<file path="src/rtl/vga_frame_capture.sv">
// VGA receive side: recovers pixel/line position, verifies line and frame timing, and once locked
// writes a 2x2-decimated window of the source into a 256x256 x 9-bit VRAM port.
module vga_frame_capture #(
    parameter int unsigned H_ACT = 800,
    parameter int unsigned V_ACT = 600,
    parameter int unsigned CAP_W = 512,
    parameter int unsigned CAP_H = 512
) (
    input  logic       iCLK,
    input  logic       iRST,
    input  logic       iVGA_HS,
    input  logic       iVGA_VS,
    input  logic       iVGA_BLANK,
    input  logic [7:0] iVGA_R,
    input  logic [7:0] iVGA_G,
    input  logic [7:0] iVGA_B,
    output logic [7:0] write_x,
    output logic [7:0] write_y,
    output logic [2:0] write_r,
    output logic [2:0] write_g,
    output logic [2:0] write_b,
    output logic       write_en,
    output logic       oLocked,
    output logic       oFrame_Done,
    output logic       oErr
);

    localparam logic [1:0]  S_SEARCH  = 2'd0;
    localparam logic [1:0]  S_MEASURE = 2'd1;
    localparam logic [1:0]  S_LOCKED  = 2'd2;
    localparam logic [10:0] CNT_MAX   = 11'h7FF;

    logic        r_vs1, r_blank1, r_vs2, r_blank2;
    logic [2:0]  r_r1, r_g1, r_b1;
    logic [10:0] r_px, r_ly;
    logic        r_lerr;
    logic [1:0]  r_state;
    logic [7:0]  r_wx, r_wy;
    logic [2:0]  r_wr, r_wg, r_wb;
    logic        r_wen, r_locked, r_done, r_err;

    logic        w_blank_fall, w_vs_fall;
    logic [10:0] w_ly_inc, w_ly_line;
    logic        w_line_err, w_frame_err, w_capture;
    logic [1:0]  w_state_next;
    logic        w_err_next, w_done_next;

    // HS carries no information the BLANK/VS edges do not already give; low colour bits are dropped.
    logic w_unused;
    assign w_unused = ^{iVGA_HS, iVGA_R[4:0], iVGA_G[4:0], iVGA_B[4:0]};

    assign w_blank_fall = r_blank2 & ~r_blank1;
    assign w_vs_fall    = r_vs2 & ~r_vs1;
    assign w_ly_inc     = (r_ly == CNT_MAX) ? r_ly : r_ly + 11'd1;
    // Line count as it stands after any line ending this cycle, so a coincident VS sees it.
    assign w_ly_line    = w_blank_fall ? w_ly_inc : r_ly;
    assign w_line_err   = w_blank_fall && (r_px != 11'(H_ACT));
    assign w_frame_err  = r_lerr || w_line_err || (w_ly_line != 11'(V_ACT));
    assign w_capture    = (r_state == S_LOCKED) && r_blank1 &&
                          (r_px < 11'(CAP_W)) && (r_ly < 11'(CAP_H)) && !r_px[0] && !r_ly[0];

    always_comb begin
        w_state_next = r_state;
        w_err_next   = 1'b0;
        w_done_next  = 1'b0;
        case (r_state)
            S_SEARCH: begin
                if (w_vs_fall) w_state_next = S_MEASURE;
            end
            S_MEASURE: begin
                if (w_vs_fall) begin
                    if (w_frame_err) w_err_next   = 1'b1;
                    else             w_state_next = S_LOCKED;
                end
            end
            S_LOCKED: begin
                if (w_vs_fall) begin
                    if (w_frame_err) begin
                        w_err_next   = 1'b1;
                        w_state_next = S_MEASURE;
                    end else begin
                        w_done_next  = 1'b1;
                    end
                end else if (w_line_err) begin
                    w_err_next   = 1'b1;
                    w_state_next = S_MEASURE;
                end
            end
            default: w_state_next = S_SEARCH;
        endcase
    end

    always_ff @(posedge iCLK) begin
        if (iRST) begin
            r_vs1    <= 1'b0;
            r_blank1 <= 1'b0;
            r_vs2    <= 1'b0;
            r_blank2 <= 1'b0;
            r_r1     <= 3'd0;
            r_g1     <= 3'd0;
            r_b1     <= 3'd0;
            r_px     <= 11'd0;
            r_ly     <= 11'd0;
            r_lerr   <= 1'b0;
            r_state  <= S_SEARCH;
            r_wx     <= 8'd0;
            r_wy     <= 8'd0;
            r_wr     <= 3'd0;
            r_wg     <= 3'd0;
            r_wb     <= 3'd0;
            r_wen    <= 1'b0;
            r_locked <= 1'b0;
            r_done   <= 1'b0;
            r_err    <= 1'b0;
        end else begin
            r_vs1    <= iVGA_VS;
            r_blank1 <= iVGA_BLANK;
            r_vs2    <= r_vs1;
            r_blank2 <= r_blank1;
            r_r1     <= iVGA_R[7:5];
            r_g1     <= iVGA_G[7:5];
            r_b1     <= iVGA_B[7:5];

            if (w_blank_fall)                      r_px <= 11'd0;
            else if (r_blank1 && r_px != CNT_MAX)  r_px <= r_px + 11'd1;

            if (w_vs_fall)         r_ly <= 11'd0;
            else if (w_blank_fall) r_ly <= w_ly_inc;

            if (w_vs_fall)       r_lerr <= 1'b0;
            else if (w_line_err) r_lerr <= 1'b1;

            r_state  <= w_state_next;
            r_locked <= (w_state_next == S_LOCKED);
            r_done   <= w_done_next;
            r_err    <= w_err_next;

            r_wen <= w_capture;
            if (w_capture) begin
                r_wx <= r_px[8:1];
                r_wy <= r_ly[8:1];
                r_wr <= r_r1;
                r_wg <= r_g1;
                r_wb <= r_b1;
            end
        end
    end

    assign write_x     = r_wx;
    assign write_y     = r_wy;
    assign write_r     = r_wr;
    assign write_g     = r_wg;
    assign write_b     = r_wb;
    assign write_en    = r_wen;
    assign oLocked     = r_locked;
    assign oFrame_Done = r_done;
    assign oErr        = r_err;

endmodule

</file>
<file path="config.mk">
export PLATFORM = sky130hd
export DESIGN_NAME = vga_frame_capture
export DESIGN_NICKNAME = d
export VERILOG_FILES = /design/src/rtl/vga_frame_capture.sv
export SDC_FILE = /design/constraint.sdc
export NUM_CORES = 1
export LEC_CHECK = 0
export ABC_CLOCK_PERIOD_IN_PS = 2200
export CAP_MARGIN = 20
export CORE_ASPECT_RATIO = 0.9
export CORE_MARGIN = 3
export CORE_UTILIZATION = 50
export CTS_BUF_LIST = sky130_fd_sc_hd__clkbuf_16
export CTS_CLUSTER_DIAMETER = 40
export DETAILED_ROUTE_END_ITERATION = 8
export GPL_TIMING_DRIVEN = 0
export PLACE_DENSITY_LB_ADDON = 0.15
export SYNTH_ARGS = -nofsm -noshare
export SYNTH_HDL_FRONTEND = slang
export SYNTH_SLANG_ARGS = --single-unit
</file>
<file path="constraint.sdc">
create_clock -name iCLK -period 2.2 [get_ports iCLK]
set_clock_uncertainty 0.05 [all_clocks]
set_input_delay 0.33 -clock iCLK [delete_from_list [all_inputs] [get_ports iCLK]]
set_output_delay 0.33 -clock iCLK [all_outputs]
set_load 0.005 [all_outputs]
</file>
==> run summary, run 1 <==
Cells after Synth: 297
Nets@finish: 399
Die height: 76.38 um
Worst setup SP type: register
Fill count: 380
Comb pwr share: 3.5%
Reg2Reg Setup Slack: -30 ps
Routability cong.: 0.8966
Clock transition at the registers of the reported paths: 50 ps
Min-Delay Path Class: reg2reg
Max Slew Vio Count: 0
Met2 routed WL: 3311 um
Post-route cell area: 3775 sq um
Max Clk Rate: 0.4478 GHz
Hold slack: 409.7 ps
Main synth FF type: dfxtp_1
GRT Residual Overflow: 0
CP max stage delay: 400 ps
Vias/cell: 5.286
Core area: 5075 sq um
DP Area: 3233 sq um
Synthesis-to-finish area growth: 37.20%
RR Endpoint: oLocked
Vias in the first global route: 2147
RR Startpoint: r_blank1
Synth async-reset ratio: 0%
Max VDD drop: 607.1 uV
Post-synthesis cell type count: 44
Sequential power share: 46.3%
Area of the multi-input gates: 1419 sq um
Critical path's slowest cell: or3b_4
Crit-path max FO: 9
Mapped Avg Cell Area: 9.264 sq um
Antenna viol nets, final: 0
Worst Tran Pin Value: 829.4 ps
Buffers & Inverters on Critical Path: 0
CTS tree: done
Worst Hold Path Cells: 2
Clock root buffer: clkbuf_16
R2R depth: 7
HPWL after DPL: 4227 um
Clock Path Buffers: 2
Top Metal Used: met4
Antenna diode count: 0
Total CTS buffers: 9
Critical path cell sequence: and4b_4 -> or3b_4 -> mux2i_4 -> and3_4 -> nand4_1 -> o21a_1 -> a211oi_2
Clock sinks: 67
Data arrival, critical path: 2430 ps
EDFF count, synth: 0
Post-synthesis register bit count: 67
Fin. Hold Viols: 0
Delay-heaviest family, CP: simple AND/OR/NAND/NOR gates
Final wirelength: 6473 um
Residual DRC: 0
Chip Width: 84.20 um
Fin crit share: 101.5%
Sequential-to-total area share from yosys stat: 48.75%
Unrepaired setup endpoints after global routing: true
Post-layout min period: 2233 ps
1st-pass router iterations: 4
IO buf count: 40
Cell depth of the worst setup path: 7
Commonest non-fill, non-tap cells in the layout: dfxtp_1, nor2_1, clkdlybuf4s50_1
Required time of the critical path: 2390 ps
Commonest non-fill, non-tap cell in the layout: dfxtp_1
Global Route Usage Sum: 19.79%
Mapped cell area: 2751 sq um
Initial DRC count: 90
Reg area: 1354 sq um
Lkg Pwr: 1.557 nW
Failing checks: negative setup slack
Syn nets: 333
Initial Util: 54.22%
Hold EP: write_b[1]
Met3 WL: 255 um
Via Count: 2289
H-tree depth: 3
Hold path startpoint: r_b1[1]
# rows: 24
Total internal power: 2.138 mW
Sw frac: 20.47%
Die area: 6430 sq um
Boundary Pins: 58
Relative slew slack: 44.71%
Antenna violations before repair: 0
Wl on met1: 2802 um
Clk network pwr share: 50.2%
Pin count of the biggest net entering global routing: 12
Max-cap viol count: 0
Layout cell share with drive strength beyond 1: 15.49%
Final number of setup-violating endpoints: 2
Drt wl/cell: 14.95 um
Power per Cell Area: 712.0 nW/um^2
Worst setup slack after layout: -33.09 ps
Net Switching: 0.5502 mW
YS warnings: 0
Outcome: finished, violations left
Setup Crit Path Kind: reg2reg
First-pass GRT wire length: 10010 um
Skew-Pair Late Insertion Delay: 320 ps
CP Capture Type: register
## cells in the mapped netlist (3+ instances only)
cell type  count  share of area [%]
o21ai_1        3               0.55
xor2_1         6                1.9
nand4_1        9                2.0
nor2b_1       17                3.9
nand2_1        5               0.68
nor4_1         3               0.68
o21ai_0        6                1.1
nand3b_1       3               0.82
buf_2          3               0.55
inv_1         10                1.4
a21oi_1       14                2.5
dfxtp_1       67                 49
nor3_1         3               0.55
clkbuf_1       9                1.2
and3_1         4               0.91
nand2b_1       5                1.1
ha_1           7                3.2
mux2i_1       24                8.7
nand3_1        5               0.91
nor2_1        58                7.9
xnor2_1        4                1.3
## through the flow
step | util [%] | TNS [ps] | setup slack (ps) | power [mW] | cells
floorplan | - | 0 | 133.4 | 1.321 | 297
global placement | 63.71 | -823.1 | -250.5 | 1.358 | 402
finish | 74.38 | -36.57 | -33.09 | 2.688 | 433
global route | 74.38 | -1692 | -108.9 | 2.794 | 433
CTS | 71.03 | -8.148 | -8.148 | 2.714 | 424
detailed placement | 63.71 | -734.7 | -225.5 | 1.361 | 402
## layer usage
metal | vias up | global-route usage, %
li1 | 1150 | -
met1 | 1089 | 22.95
met2 | 40 | 33.28
met3 | 10 | 7.568
met4 | 0 | 6.752
met5 | - | 0
## how the worst max path moves through the flow
| stage | startpoint | endpoint | slack (ps) |
|---|---|---|---|
| 2_1_floorplan | r_ly[0] | oErr | 130 |
| 3_3_place_gp | r_ly[0] | oLocked | -250 |
| 3_5_place_dp | r_ly[0] | oLocked | -230 |
| 4_1_cts | r_blank1 | oLocked | -8 |
| 5_1_grt | r_state[0] | write_x[5] | -110 |
| 6_report | r_blank1 | oLocked | -30 |
## repair_timing
| item | CTS | global route |
|---|---|---|
| setup endpoints to repair | 5 | 32 |
| buffers inserted | 6 | 10 |
| hold buffers | 0 | 0 |
| pin swaps | 2 | 8 |
| resized for setup | 12 | 23 |
## flip-flops by register name, summed over array words and instances, names as in the netlist, 2 cells and up
| signal | cells |
|---|---|
| r_b1 | 3 |
| r_g1 | 3 |
| r_ly | 11 |
| r_px | 11 |
| r_r1 | 3 |
| r_state | 2 |
| write_b | 3 |
| write_g | 3 |
| write_r | 3 |
| write_x | 8 |
| write_y | 8 |
## power by group through the flow
stage | clock network [mW] | logic, mW | registers [mW]
after detailed placement | 0 | 0.0909 | 1.27
final | 1.35 | 0.0942 | 1.24
after global routing | 1.45 | 0.103 | 1.24
after floorplan | 0 | 0.0552 | 1.27
after CTS | 1.38 | 0.0916 | 1.24
after global placement | 0 | 0.0891 | 1.27
## cell type report
type / instances / area share [%]
Buffer: 13 / 2.055
Clock buffer: 9 / 5.966
Clock inverter: 7 / 1.591
Inverter: 10 / 0.9944
Multi-Input combinational cell: 206 / 37.59
Sequential cell: 67 / 35.86
Tap cell: 65 / 2.154
Timing Repair Buffer: 56 / 13.79
## worst register-to-register path, stage by stage (launching register included)
cell,delay [ps]
dfxtp_4,370
and4b_4,330
or3b_4,400
mux2i_4,210
and3_4,200
nand4_1,160
o21a_1,260
a211oi_2,180
## cell families after synthesis
family / count (synthesis) / synth area share [%]
AO/OA/AOI/OAI: 38 / 8.458
buffers and inverters: 24 / 3.411
XOR/XNOR: 10 / 3.183
multiplexers: 25 / 9.140
AND/OR/NAND/NOR: 126 / 23.87
adder cells (fa/ha/maj): 7 / 3.183
flip-flops: 67 / 48.75
Power figures use the tool's default switching activity.
==> run 2: changes to the inputs <==
- CAP_MARGIN: 20 -> 30
==> results of run 2 <==
Final layout, timing and power as in run 1 (identical DEF).
==> variant 1 (flow settings as in run 1) <==
The output `oLocked` loses its register stage (`r_locked` becomes a continuous assignment).
--- a/src/rtl/vga_frame_capture.sv
+++ b/src/rtl/vga_frame_capture.sv
@@ -109,7 +109,6 @@
             r_wg     <= 3'd0;
             r_wb     <= 3'd0;
             r_wen    <= 1'b0;
-            r_locked <= 1'b0;
             r_done   <= 1'b0;
             r_err    <= 1'b0;
         end else begin
@@ -131,7 +130,6 @@
             else if (w_line_err) r_lerr <= 1'b1;
 
             r_state  <= w_state_next;
-            r_locked <= (w_state_next == S_LOCKED);
             r_done   <= w_done_next;
             r_err    <= w_err_next;
 
@@ -146,6 +144,8 @@
         end
     end
 
+    assign r_locked = (w_state_next == S_LOCKED);
+
     assign write_x     = r_wx;
     assign write_y     = r_wy;
     assign write_r     = r_wr;
Formal check against the unedited RTL: same outputs for any inputs over 10 cycles, from zero or initial values and one cycle with iRST high; that may be too few to reach the edited logic, so the function may still have changed.
==> variant 1 against run 1 <==
The flow still finishes with violations (setup timing). Via count up 3.6%. Sequential cell count down 1. Routed wire length up 2.8%. Design area up 4.1%. Non-clock buffer count unchanged. Worst setup slack worse by 0.43 ns. Synthesized area up 2.1%. Power up 10%. Largest cell class unchanged.
==> variant 1: results (changes against run 1) <==
metal3 WL -> 431 µm (was 255 µm)
number of synthesized register bits -> 66 (was 67)
vias in the first global route -> 2,317 (was 2,147)
Clock buf/inv share -> 0.0869 (was 0.0756)
largest net degree at the start of global routing -> 13 (was 12)
met1 wire length -> 2.95 mm (was 2.80 mm)
Via Count -> 2,372 (was 2,289)
setup_tns -> -0.570 ns (was -0.0366 ns)
clock share of power -> 0.546 (was 0.502)
worst r2r path cells -> 9 (was 7)
first-pass GRT wire length -> 10.8 mm (was 10.0 mm)
register share of total power -> 0.413 (was 0.463)
routing usage on met3 -> 0.0784 (was 0.0757)
inverter count -> 8 (was 10)
initial drt markers -> 205 (was 90)
gr usage total -> 0.207 (was 0.198)
Max-slew headroom -> 0.596 (was 0.447)
Pre-Repair DR Iteration Count -> 5 (was 4)
met2 Use GR -> 0.316 (was 0.333)
Routability Congestion -> 0.891 (was 0.897)
Net Sw Frac -> 0.198 (was 0.205)
FF-to-FF setup slack -> -0.06 ns (was -0.03 ns)
Multi-Input Combinational -> 211 (was 206)
post-CTS setup buffer count -> 9 (was 6)
Synth cell types -> 46 (was 44)
Critical R2R Capture -> r_state[0] (was oLocked)
Arr. time, crit path -> 2.29 ns (was 2.43 ns)
failing checks -> setup timing (unchanged)
type of the tightest min-delay check -> in -> reg (was reg -> reg)
top cells by area, synth -> dfxtp_1 47%, mux2i_1 8.9%, nor2_1 8.0%, nor2b_1 3.6%, ha_1 3.1% (was dfxtp_1 49%, mux2i_1 8.7%, nor2_1 7.9%, nor2b_1 3.9%, ha_1 3.2%)
share of cells above drive strength 1 -> 0.208 (was 0.155)
Final Hold Slack -> 0.328 ns (was 0.410 ns)
register area share after synthesis -> 0.470 (was 0.487)
Non-clock buffering overhead -> 0.150 (was 0.158)
vias per cell -> 5.43 (was 5.29)
met1 usage -> 0.265 (was 0.229)
status -> finished with violations (unchanged)
hold endpoint -> r_b1[1] (was write_b[1])
Setup crit start -> r_ly[0] (was r_blank1)
WL final -> 6.65 mm (was 6.47 mm)
syn_area_per_cell -> 9.36 µm² (was 9.26 µm²)
Mapped Nets -> 336 (was 333)
worst vdd ir -> 0.680 mV (was 0.607 mV)
hold wc startpoint -> iRST (was r_b1[1])
setup slack after layout -> -0.465 ns (was -0.0331 ns)
nets -> 401 (was 399)
post-DP HPWL -> 4.16 mm (was 4.23 mm)
CP endpoint -> oLocked (unchanged)
Area after DPL -> 0.00332 mm² (was 0.00323 mm²)
leakage -> 0.00165 µW (was 0.00156 µW)
leading cell types by count after synthesis -> 66 x dfxtp_1, 60 x nor2_1, 25 x mux2i_1, 16 x a21oi_1, 16 x nor2b_1 (was 67 x dfxtp_1, 58 x nor2_1, 24 x mux2i_1, 17 x nor2b_1, 14 x a21oi_1)
Yosys top cell area share -> 0.470 (was 0.487)
post-cts resize count -> 19 (was 12)
Multi-input gate area -> 0.00154 mm² (was 0.00142 mm²)
Max FO, Critical Path -> 3 (was 9)
setup violators final -> 3 (was 2)
sequential portion of the cell area -> 0.342 (was 0.359)
dpl cells -> 407 (was 402)
==> variant 1: cell types whose count changed after synthesis, moves of 3 or more <==
cell | before | now
nand3b_1 | 3 | 0
a21o_1 | 0 | 3
or3_1 | 2 | 5
o21ai_0 | 6 | 3
and3_1 | 4 | 1
and4_1 | 1 | 4
nand4_1 | 9 | 6
clkbuf_1 | 9 | 12
nand2_1 | 5 | 9
==> variant 1: kinds of logic (layout without fill, tap and decap cells) <==
kind of cell	Yosys count	after routing	synth area share
AO/OA/AOI/OAI	38	38	0.0922
XOR/XNOR	11	11	0.0343
adder cells (fa/ha/maj)	7	7	0.0312
buffers and inverters	23	93	0.0330
flip-flops	66	66	0.470
multiplexers	25	25	0.0891
AND/OR/NAND/NOR	130	130	0.250
==> variant 1: worst max-delay path, cell delays in order, from the launching register on <==
cell and delay [ns]:
dfxtp_4 0.35, ha_4 0.14, nand4_1 0.10, or3_4 0.40
a21o_1 0.18, or3_4 0.42, nor3_4 0.14, o21a_1 0.12
buf_2 0.10
==> variant 2 (flow settings as in run 1) <==
Without the edit above. Change the parameter `V_ACT` from 600 to 512.
--- a/src/rtl/vga_frame_capture.sv
+++ b/src/rtl/vga_frame_capture.sv
@@ -2,7 +2,7 @@
 // writes a 2x2-decimated window of the source into a 256x256 x 9-bit VRAM port.
 module vga_frame_capture #(
     parameter int unsigned H_ACT = 800,
-    parameter int unsigned V_ACT = 600,
+    parameter int unsigned V_ACT = 512,
     parameter int unsigned CAP_W = 512,
     parameter int unsigned CAP_H = 512
 ) (
Function: same outputs for any inputs over 10 cycles, from zero or initial values and one cycle with iRST high; that may be too few to reach the edited logic, so the function may still have changed.
==> variant 2 against run 1 <==
The flow still finishes with violations (setup timing). Non-clock buffer count increased by 4. Synthesized cell count rose by 2.0%. Routed wire length is 1.3% lower. Count of clock-buffer cells in the layout is the same. Worst setup slack worse by 0.20 ns. Cell count is 1.4% higher. Design area up 1.5%. Combinational power is 15% higher. Sequential power about the same. Power increased by 3.2%. Synthesized area grew 1.4%. Sequential cell count is the same. Largest cell class unchanged.
==> variant 2: results (changes against run 1) <==
initial antenna violation count -> 0 (unchanged)
Synth cell types -> 47 (was 44)
Multi-input gate area -> 0.00143 mm² (was 0.00142 mm²)
post-DP HPWL -> 4.02 mm (was 4.23 mm)
post-CTS setup buffer count -> 8 (was 6)
met2 Use GR -> 0.333 (about the same)
met1 wire length -> 2.99 mm (was 2.80 mm)
Area after DPL -> 0.00329 mm² (was 0.00323 mm²)
Pre-Repair DR Iteration Count -> 4 (unchanged)
top cells by area, synth -> dfxtp_1 48%, mux2i_1 9.3%, nor2_1 7.0%, nor2b_1 3.6%, ha_1 3.1% (was dfxtp_1 49%, mux2i_1 8.7%, nor2_1 7.9%, nor2b_1 3.9%, ha_1 3.2%)
Top Registers -> r_ly (11), r_px (11) (unchanged)
leakage -> 0.00160 µW (was 0.00156 µW)
Worst-Skew Late Latency -> 0.33 ns
drt wl/cell -> 14.5 µm (was 14.9 µm)
vias per cell -> 5.25 (was 5.29)
worst-case clock buffer depth -> 2 (unchanged)
Post-synth ARST share -> 0 (unchanged)
register area share after synthesis -> 0.481 (was 0.487)
filler instances -> 397 (was 380)
first-pass GRT wire length -> 10.9 mm (was 10.0 mm)
yosys warns -> 0 (unchanged)
share of cells above drive strength 1 -> 0.185 (was 0.155)
clock buffer count from CTS -> 9 (unchanged)
Sw Pwr -> 613 µW (was 550 µW)
routed length on met2 -> 2.96 mm (was 3.31 mm)
met1 usage -> 0.264 (was 0.229)
slowest CP cell -> or4_4 (was or3b_4)
initial drt markers -> 85 (was 90)
setup_tns -> -0.735 ns (was -0.0366 ns)
nets -> 403 (was 399)
setup slack after layout -> -0.229 ns (was -0.0331 ns)
dpl cells -> 410 (was 402)
CTS clk-pin slew, worst paths -> 0.06 ns
root buf cell -> clkbuf_16 (unchanged)
routing usage on met3 -> 0.0687 (was 0.0757)
Arr. time, crit path -> 2.65 ns (was 2.43 ns)
setup violators final -> 5 (was 2)
Max FO, Critical Path -> 2 (was 9)
Mapped Nets -> 339 (was 333)
non-filler cells, final -> 439 (was 433)
gr usage total -> 0.209 (was 0.198)
failing checks -> setup timing (unchanged)
Place WS -> -0.415 ns (was -0.226 ns)
slowest stage delay, CP -> 0.55 ns (was 0.40 ns)
Routability Congestion -> 0.877 (was 0.897)
metal3 WL -> 331 µm (was 255 µm)
leading cell types by count after synthesis -> 67 x dfxtp_1, 52 x nor2_1, 26 x mux2i_1, 16 x nor2b_1, 15 x nand2_1 (was 67 x dfxtp_1, 58 x nor2_1, 24 x mux2i_1, 17 x nor2b_1, 14 x a21oi_1)
status -> finished with violations (unchanged)
worst-margin pin slew -> 0.627 ns (was 0.829 ns)
type of the tightest min-delay check -> reg -> reg (unchanged)
largest net degree at the start of global routing -> 14 (was 12)
post-cts resize count -> 19 (was 12)
Synth Instances -> 303 (was 297)
worst vdd ir -> 0.551 mV (was 0.607 mV)
==> variant 2: cell count changes after synthesis, moves of 3 or more <==
cell,delta
and3b_1,+3
nand3b_1,-3
o21ai_1,-3
nand3_1,+4
nor2_1,-6
clkbuf_1,+5
nor3_1,+3
nand2_1,+10
and3_1,-3
nand2b_1,-4
==> variant 2: final cells by class <==
class	instances	share of cell area
Multi-Input combinational cell	208	0.372
Sequential cell	67	0.355
Timing Repair Buffer	58	0.140
Clock buffer	9	0.0588
Buffer	15	0.0235
Tap cell	67	0.0219
Clock inverter	7	0.0203
Inverter	8	0.00784
==> variant 2: logic make-up (layout without fill, tap and decap cells) <==
group | Yosys count | count (layout) | share of synthesized area
AO/OA/AOI/OAI | 33 | 33 | 0.0771
flip-flops | 67 | 67 | 0.481
adder cells (fa/ha/maj) | 7 | 7 | 0.0314
buffers and inverters | 28 | 97 | 0.0439
AND/OR/NAND/NOR | 130 | 130 | 0.236
multiplexers | 26 | 26 | 0.0933
XOR/XNOR | 12 | 12 | 0.0377
==> variant 2: path summary, 6_finish.rpt <==
kind	startpoint	end	slack, ns	cells past startpoint
worst max-delay path	r_px[2]	oLocked	-0.23	7
worst max register to register	r_px[2]	oLocked	-0.23	7
worst min-delay path	r_r1[1]	write_r[1]	0.41	2
worst min register to register	r_r1[1]	write_r[1]	0.41	2
==> variant 2: critical path, delay by kind of cell, from the launching register on <==
kind	cells	cell delay, ns
AO/OA/AOI/OAI	3	0.67
flip-flops	1	0.34
AND/OR/NAND/NOR	4	1.33
==> variant 2: power by group through the flow <==
stage / sequential [µW] / combinational, µW / clock [µW]
after floorplan: 1270 / 55.5 / 0
after detailed placement: 1270 / 91.4 / 0
after CTS: 1240 / 100 / 1450
after global routing: 1240 / 120 / 1520
after global placement: 1270 / 89.8 / 0
final: 1240 / 108 / 1430
